File: config.mk
export PLATFORM = sky130hd
export DESIGN_NAME = icache_refill_ctrl
export DESIGN_NICKNAME = d
export VERILOG_FILES = /design/src/rtl/icache_refill_ctrl.sv
export SDC_FILE = /design/constraint.sdc
export NUM_CORES = 1
export LEC_CHECK = 0
export CAP_MARGIN = 20
export CELL_PAD_IN_SITES_DETAIL_PLACEMENT = 1
export CELL_PAD_IN_SITES_GLOBAL_PLACEMENT = 2
export CORE_MARGIN = 10
export CORE_UTILIZATION = 27
export DETAILED_ROUTE_END_ITERATION = 12
export PLACE_DENSITY = 0.77
export SYNTH_ARGS = -nofsm -noshare
export SYNTH_HDL_FRONTEND = slang
export SYNTH_SLANG_ARGS = --single-unit
File: constraint.sdc
create_clock -name clk_i -period 1.95 [get_ports clk_i]
set_clock_uncertainty 0.15 [all_clocks]
set_input_delay 0.39 -clock clk_i [delete_from_list [all_inputs] [get_ports clk_i]]
set_output_delay 0.39 -clock clk_i [all_outputs]
set_load 0.02 [all_outputs]
File: src/rtl/icache_refill_ctrl.sv
// rtl/icache_refill_ctrl.sv - set-associative icache refill, drain and flush sequencer
module icache_refill_ctrl #(
    parameter int NUM_WAYS       = 2,
    parameter int BEATS_PER_LINE = 4,
    parameter int NUM_SETS       = 64,
    localparam int BEAT_W = (BEATS_PER_LINE > 1) ? $clog2(BEATS_PER_LINE) : 1,
    localparam int WAY_W  = (NUM_WAYS > 1) ? $clog2(NUM_WAYS) : 1,
    localparam int SET_W  = (NUM_SETS > 1) ? $clog2(NUM_SETS) : 1
) (
    input  logic                clk_i,
    input  logic                rst_ni,
    input  logic                if2icache_req_i,
    input  logic                if2icache_req_kill_i,
    input  logic                imem_sel_i,
    input  logic [NUM_WAYS-1:0] hit_way_i,
    output logic                icache2if_ack_o,
    input  logic                flush_i,
    output logic                flush_busy_o,
    output logic                icache2mem_req_o,
    input  logic                mem2icache_ack_i,
    output logic                cache_we_o,
    output logic [WAY_W-1:0]    cache_way_o,
    output logic [BEAT_W-1:0]   refill_beat_o,
    output logic                cache_valid_set_o,
    output logic                cache_valid_clr_o,
    output logic [SET_W-1:0]    flush_set_o
);

    localparam logic [1:0] ST_IDLE   = 2'd0;
    localparam logic [1:0] ST_REFILL = 2'd1;
    localparam logic [1:0] ST_DRAIN  = 2'd2;
    localparam logic [1:0] ST_FLUSH  = 2'd3;

    logic [1:0]        state_q, state_d;
    logic [BEAT_W-1:0] beat_q, beat_d;
    logic [SET_W-1:0]  set_q, set_d;
    logic [WAY_W-1:0]  victim_q, victim_d;
    logic [WAY_W-1:0]  way_q, way_d;
    logic              pend_q, pend_d;
    logic              ack_q, ack_d;

    logic any_hit;
    logic lookup_ok;
    logic hit;
    logic miss;
    logic last_beat;
    logic last_set;
    logic [WAY_W-1:0] victim_next;

    assign any_hit      = |hit_way_i;
    assign flush_busy_o = pend_q | (state_q == ST_FLUSH);
    assign lookup_ok    = if2icache_req_i & imem_sel_i & (state_q == ST_IDLE) & ~flush_busy_o;
    assign hit          = lookup_ok & any_hit;
    assign miss         = lookup_ok & ~any_hit;
    assign ack_d        = hit & ~if2icache_req_kill_i;
    assign last_beat    = (beat_q == BEAT_W'(BEATS_PER_LINE - 1));
    assign last_set     = (set_q == SET_W'(NUM_SETS - 1));
    // A direct-mapped cache has a single way, so the pointer never moves.
    assign victim_next  = (NUM_WAYS > 1) ? victim_q + WAY_W'(1) : '0;

    always_comb begin
        state_d           = state_q;
        beat_d            = beat_q;
        set_d             = set_q;
        victim_d          = victim_q;
        way_d             = way_q;
        pend_d            = pend_q | (flush_i & (state_q != ST_FLUSH));
        icache2mem_req_o  = 1'b0;
        cache_we_o        = 1'b0;
        cache_valid_set_o = 1'b0;
        cache_valid_clr_o = 1'b0;
        case (state_q)
            ST_IDLE: begin
                if (pend_q) begin
                    state_d = ST_FLUSH;
                end else if (miss && !if2icache_req_kill_i) begin
                    state_d = ST_REFILL;
                    way_d   = victim_q;
                end
            end
            ST_REFILL: begin
                icache2mem_req_o = 1'b1;
                if (mem2icache_ack_i) begin
                    cache_we_o = 1'b1;
                    if (last_beat) begin
                        cache_valid_set_o = 1'b1;
                        beat_d            = '0;
                        victim_d          = victim_next;
                        state_d           = ST_IDLE;
                    end else begin
                        beat_d = beat_q + BEAT_W'(1);
                    end
                end
                // Memory cannot abort a line read, so a redirect only stops the writes.
                if ((if2icache_req_kill_i || !imem_sel_i) && !(mem2icache_ack_i && last_beat)) begin
                    state_d = ST_DRAIN;
                end
            end
            ST_DRAIN: begin
                icache2mem_req_o = 1'b1;
                if (mem2icache_ack_i) begin
                    if (last_beat) begin
                        beat_d  = '0;
                        state_d = ST_IDLE;
                    end else begin
                        beat_d = beat_q + BEAT_W'(1);
                    end
                end
            end
            default: begin
                cache_valid_clr_o = 1'b1;
                if (last_set) begin
                    set_d   = '0;
                    pend_d  = 1'b0;
                    state_d = ST_IDLE;
                end else begin
                    set_d = set_q + SET_W'(1);
                end
            end
        endcase
    end

    always_ff @(posedge clk_i or negedge rst_ni) begin
        if (!rst_ni) begin
            state_q  <= ST_IDLE;
            beat_q   <= '0;
            set_q    <= '0;
            victim_q <= '0;
            way_q    <= '0;
            pend_q   <= 1'b0;
            ack_q    <= 1'b0;
        end else begin
            state_q  <= state_d;
            beat_q   <= beat_d;
            set_q    <= set_d;
            victim_q <= victim_d;
            way_q    <= way_d;
            pend_q   <= pend_d;
            ack_q    <= ack_d;
        end
    end

    assign icache2if_ack_o = ack_q;
    assign cache_way_o     = way_q;
    assign refill_beat_o   = beat_q;
    assign flush_set_o     = set_q;

endmodule

-- Yosys cells after proc, flatten, opt, wreduce, memory -nomap -nowiden
Index checks and enable logic that the tools add are counted.
- add/subtract/negate cells: 3
- equality and inequality tests: 7
- multiplexer cells: 18
- bitwise logic cells: 13
- reductions and logical operators: 16
- operator list (kind ; count):
    two-way mux 2 bit ; 7
    two-way mux 1 bit ; 9
    AND 1 bit ; 7
    adder 6 x 1 -> 6 bit, second input constant ; 1
    == test 2 bit, second input constant ; 3
    == test 6 bit, second input constant ; 1
    two-way mux 6 bit ; 1
    case mux 2 bit (3 select lines) ; 1
    AND reduction 3 bit ; 2
    inverter 1 bit ; 4
    AND reduction 2 bit ; 2
    nonzero test 4 bit ; 1
    OR reduction 2 bit ; 2
    logical AND 1 bit ; 3
    zero test 1 bit ; 3
    != test 3 x 2 -> 1 bit, second input constant ; 1
    OR reduction 3 bit ; 1
    adder 2 x 1 -> 2 bit, second input constant ; 1
    == test 2 x 1 -> 1 bit, second input constant ; 1
    zero test 2 bit ; 1
    != test 2 bit, second input constant ; 1
    OR 1 bit ; 2
    adder 1 bit, second input constant ; 1
    logical OR 1 bit ; 1
- flip-flop bits (word level): 14
- bits of input ports: 9
- output and inout port bits: 15
- logic and storage cells: 64

-- Longest topological paths before layout
- depth in word-level cells: 9
- mapped depth: 6
- depth with buffers taken out: 6

-- Least setup slack after synthesis
No wires, ideal clock.
- path kind: register -> register
- start point: reg state_q[0]
- end point: reg state_q[0]
- library setup time: 0.124 ns
- arrival: 1.611 ns
- required time: 1.676 ns
- path slack: 0.065 ns
- stages on the path, launching flop included: 6
- buffers on the path: 0
- period minus slack after synthesis: 1.885 ns
- cells stage by stage: dfrtp_1 ha_1 and4bb_1 a31oi_1 a22o_1 a211o_1
- longest elaborated chain between the ends: 8
- elaborated cells between the ends (all ways): 17
- classes of those cells: eq/ne (4); mux (4); bitwise (5); reduce/logical (4)
- ends and longest elaborated chain (element ; RTL line ; text):
    start: declaration ; 34 ; logic [1:0] state_q, state_d;
    start signal: assignment ; 133 ; state_q <= state_d;
    == test 2 bit ; 51 ; assign flush_busy_o = pend_q | (state_q == ST_FLUSH);
    OR 1 bit ; 51 ;
    inverter 1 bit ; 52 ; assign lookup_ok = if2icache_req_i & imem_sel_i & (state_q == ST_IDLE) & ~flush_busy_o;
    AND 1 bit ; 52 ;
    AND 1 bit ; 54 ; assign miss = lookup_ok & ~any_hit;
    logical AND 1 bit ; 76 ; end else if (miss && !if2icache_req_kill_i) begin
    != test 3 x 2 -> 1 bit (no line) ; - ;
    AND reduction 2 bit (no line) ; - ;
Several ways; a longest one is shown, not always the timed one.
A chain may end at the register's enable or synchronous reset.

-- Worst setup path after layout
Ends and elaborated chain as after synthesis.

==> metrics.txt <==
delay of the slowest cell on the worst path 0.40 ns; cells along the critical path ha_2, buf_6, and4bb_2, a31oi_4, buf_4, nor3b_1, a211o_1; 1st-iter DRT viols 24; Root Buffer Master clkbuf_4; nets in the synthesized netlist between 80 and 90; Yosys cell types 31; detailed placer's ending HPWL 1.82 mm; grt total ovfl 0; average size of a mapped cell 10.9 sq um; Port-buffer cells 23; overall global routing resource usage 9.04%; arrival time reported for the critical path endpoint a little over 2 ns; number of nets with antenna violations after detailed routing 0; Clock Latency Late Sink 0.28 ns; Crit-path slowest cell dfrtp_1; final critical-path required period 1.94 ns; total area of multi-input combinational cells about 440 sq um; Leak 0.600 nW; core box area 2730 sq um; TritonCTS clock tree yes; fraction of the core area covered by cells at the end of the flow 44.7%; WL final ~2.2 mm; cell area after synthesis 772 sq um; number of max-cap violations 0; Yosys warning count 0; H-tree level count 1; post-synth top area share 45.4%; critical path capture point type flip-flop; Max Clock Freq 514 MHz; area of all placed cells without fillers ~1200 sq um; last weighted congestion value of the routability-driven placer 0.772; number of failing setup endpoints in the final timing report 0; net count reported at finish 131; # IOs 24; post-synthesis cell count slightly above 70; Top FF cell, synth dfrtp_1; synth-to-layout area growth 58.3%; largest net degree at the start of global routing 15; Final TNS setup 0 ns; number of enable-type register cells in the synthesized netlist 0; required time of the critical path slightly above 2 ns; pwr dens 1500 nW/um^2; class of the most critical hold timing path in -> async; global-route wire length before repair 3.75 mm; non-filler instance count after layout approximately 150; number of clock sinks 14; average detailed-routed wire length per instance 15.3 um; actual transition at the worst max-transition pin 0.366 ns; run status completed; drt drc 0; Die Ht 73.5 um; startpoint of the most critical setup path state_q[0]$_DFFE_PN0P_; setup repair after global routing missed its margin true; drt pass-1 iters 4; sequential element share of the synthesized area 45.4%; area after detailed placement 1150 sq um; type of the worst setup path reg -> reg; worst slew margin relative to its limit 75.4%; via count 700; crit path max fanout 4; startpoint type of the worst setup path flip-flop; share of cells above drive strength 1 33.3%; register area 350 sq um; effective utilization at floorplan 28.2%; worst vdd rail ir drop between 0.6 and 0.7 mV; total count of max-transition violations in the final report 0; Fin. Hold Viols 0; asr flop ratio synth 100%; chip width 73.5 um; FF-to-FF setup slack around 0.0052 ns; Die Outline Area 5400 sq um; row count 19; Yosys top cell by area dfrtp_1; total CTS buffers 3; Seq cells post-synth 14; vias in the first global route between 700 and 800; worst reg2reg startpoint state_q[0]$_DFFE_PN0P_; end point of the critical path state_q[0]$_DFFE_PN0P_; top post-synthesis cells by area dfrtp_1 (45%), ha_1 (11%), mux2_2 (4.4%), xnor2_1 (3.4%), and3_1 (2.4%); share of the clock period used by the worst path 99.7%; clk buf depth 2; FF-to-FF path depth 7; post-placement cell count 139; vias per cell 4.83; fill cell instance count of the final layout 313; worst reg2reg path endpoint state_q[0]$_DFFE_PN0P_; clock-pin slew on the worst setup and hold paths 0.08 ns; initial antenna violation count 0; Antenna diodes 0
## cell usage in the layout, fill, tap and decap left out, types with 3 or more instances in the layout
cell type	n
buf_4	16
clkdlybuf4s50_1	15
dfrtp_1	14
nor2_1	5
nand2_1	4
ha_1	4
buf_2	4
inv_1	3
and3_1	3
nand4_1	3
xnor2_1	3
mux2_2	3
ha_2	3
clkbuf_4	3
## critical path, delay by kind of cell (launching register included)
family / cells / cell delay (ns)
buffers and inverters: 2 / 0.29
AOI/OAI and AO/OA: 2 / 0.25
adders and majority gates: 1 / 0.21
DFF: 1 / 0.40
and+or+nand+nor: 2 / 0.58
## layer usage
metal  GRT usage [%]  routed length (um)
met1            9.38                 884
met2            15.9                1200
met3            3.36                  99
met5               0                   0
met4            3.73                  35
## flip-flops by register name (all words and copies together) (netlist names)
register and flops:
flush_set_o 6, victim_q 1, pend_q 1, state_q 2, icache2if_ack_o 1, refill_beat_o 2, cache_way_o 1
## where the power goes
part | total (mW) | internal, mW | switching [mW]
Sequential | 0.490 | 0.397 | 0.0932
Combinational | 1.14 | 0.591 | 0.547
Clock | 0.207 | 0.114 | 0.0933
Total | 1.83 | 1.10 | 0.733
## cells in the mapped netlist, types with 2 or more instances
| master | n |
|---|---|
| dfrtp_1 | 14 |
| ha_1 | 7 |
| nor2_1 | 5 |
| inv_1 | 4 |
| nand2_1 | 4 |
| and3_1 | 3 |
| mux2_2 | 3 |
| nand4_1 | 3 |
| xnor2_1 | 3 |
| a211o_1 | 2 |
| a21oi_1 | 2 |
| xor2_1 | 2 |
## cell type report
class                           instances  share of cell area (%)
Multi-Input combinational cell         52                    35.8
Sequential cell                        14                    28.7
Timing Repair Buffer                   40                    28.1
Tap cell                               31                    3.17
Clock buffer                            4                    2.97
Inverter                                4                    1.23
## worst min path at each step
stage | from | end | slack [ns]
4_1_cts | rst_ni | refill_beat_o[1]$_DFFE_PN0P_ | 0.27
6_report | rst_ni | refill_beat_o[1]$_DFFE_PN0P_ | 0.27
3_3_place_gp | victim_q$_DFFE_PN0P_ | victim_q$_DFFE_PN0P_ | 0.30
2_1_floorplan | rst_ni | cache_way_o$_DFFE_PN0P_ | -0.06
3_5_place_dp | victim_q$_DFFE_PN0P_ | victim_q$_DFFE_PN0P_ | 0.31
5_1_grt | rst_ni | refill_beat_o[1]$_DFFE_PN0P_ | 0.26
## logic make-up (layout without fill, tap and decap cells)
group                    after synthesis  count (layout)  synth area share [%]
AND/OR/NAND/NOR                       24              24                  18.5
flip-flops                            14              14                  45.4
AO/OA/AOI/OAI                         13              13                  12.2
adder cells (fa/ha/maj)                7               7                  11.3
XOR/XNOR                               5               5                  5.67
buffers and inverters                  5              48                  2.59
multiplexers                           3               3                  4.38
## stage by stage
stage | power [mW] | setup WS (ns) | hold WS [ns]
2_1_floorplan | 1.07 | 0.0653 | -0.0556
6_report | 1.83 | 0.00524 | 0.274
3_5_place_dp | 1.62 | -0.276 | 0.307
5_1_grt | 2.01 | -0.0635 | 0.259
4_1_cts | 1.88 | -0.0184 | 0.272
3_3_place_gp | 1.58 | -0.231 | 0.303
## repair_timing
item                                    CTS  global route
resized for setup                        26             4
pin swaps                                 6             4
hold buffers                              0             0
setup buffers                             2             0
endpoints found under the setup margin    8             7
Note: power is estimated with default switching activity, not from simulation.
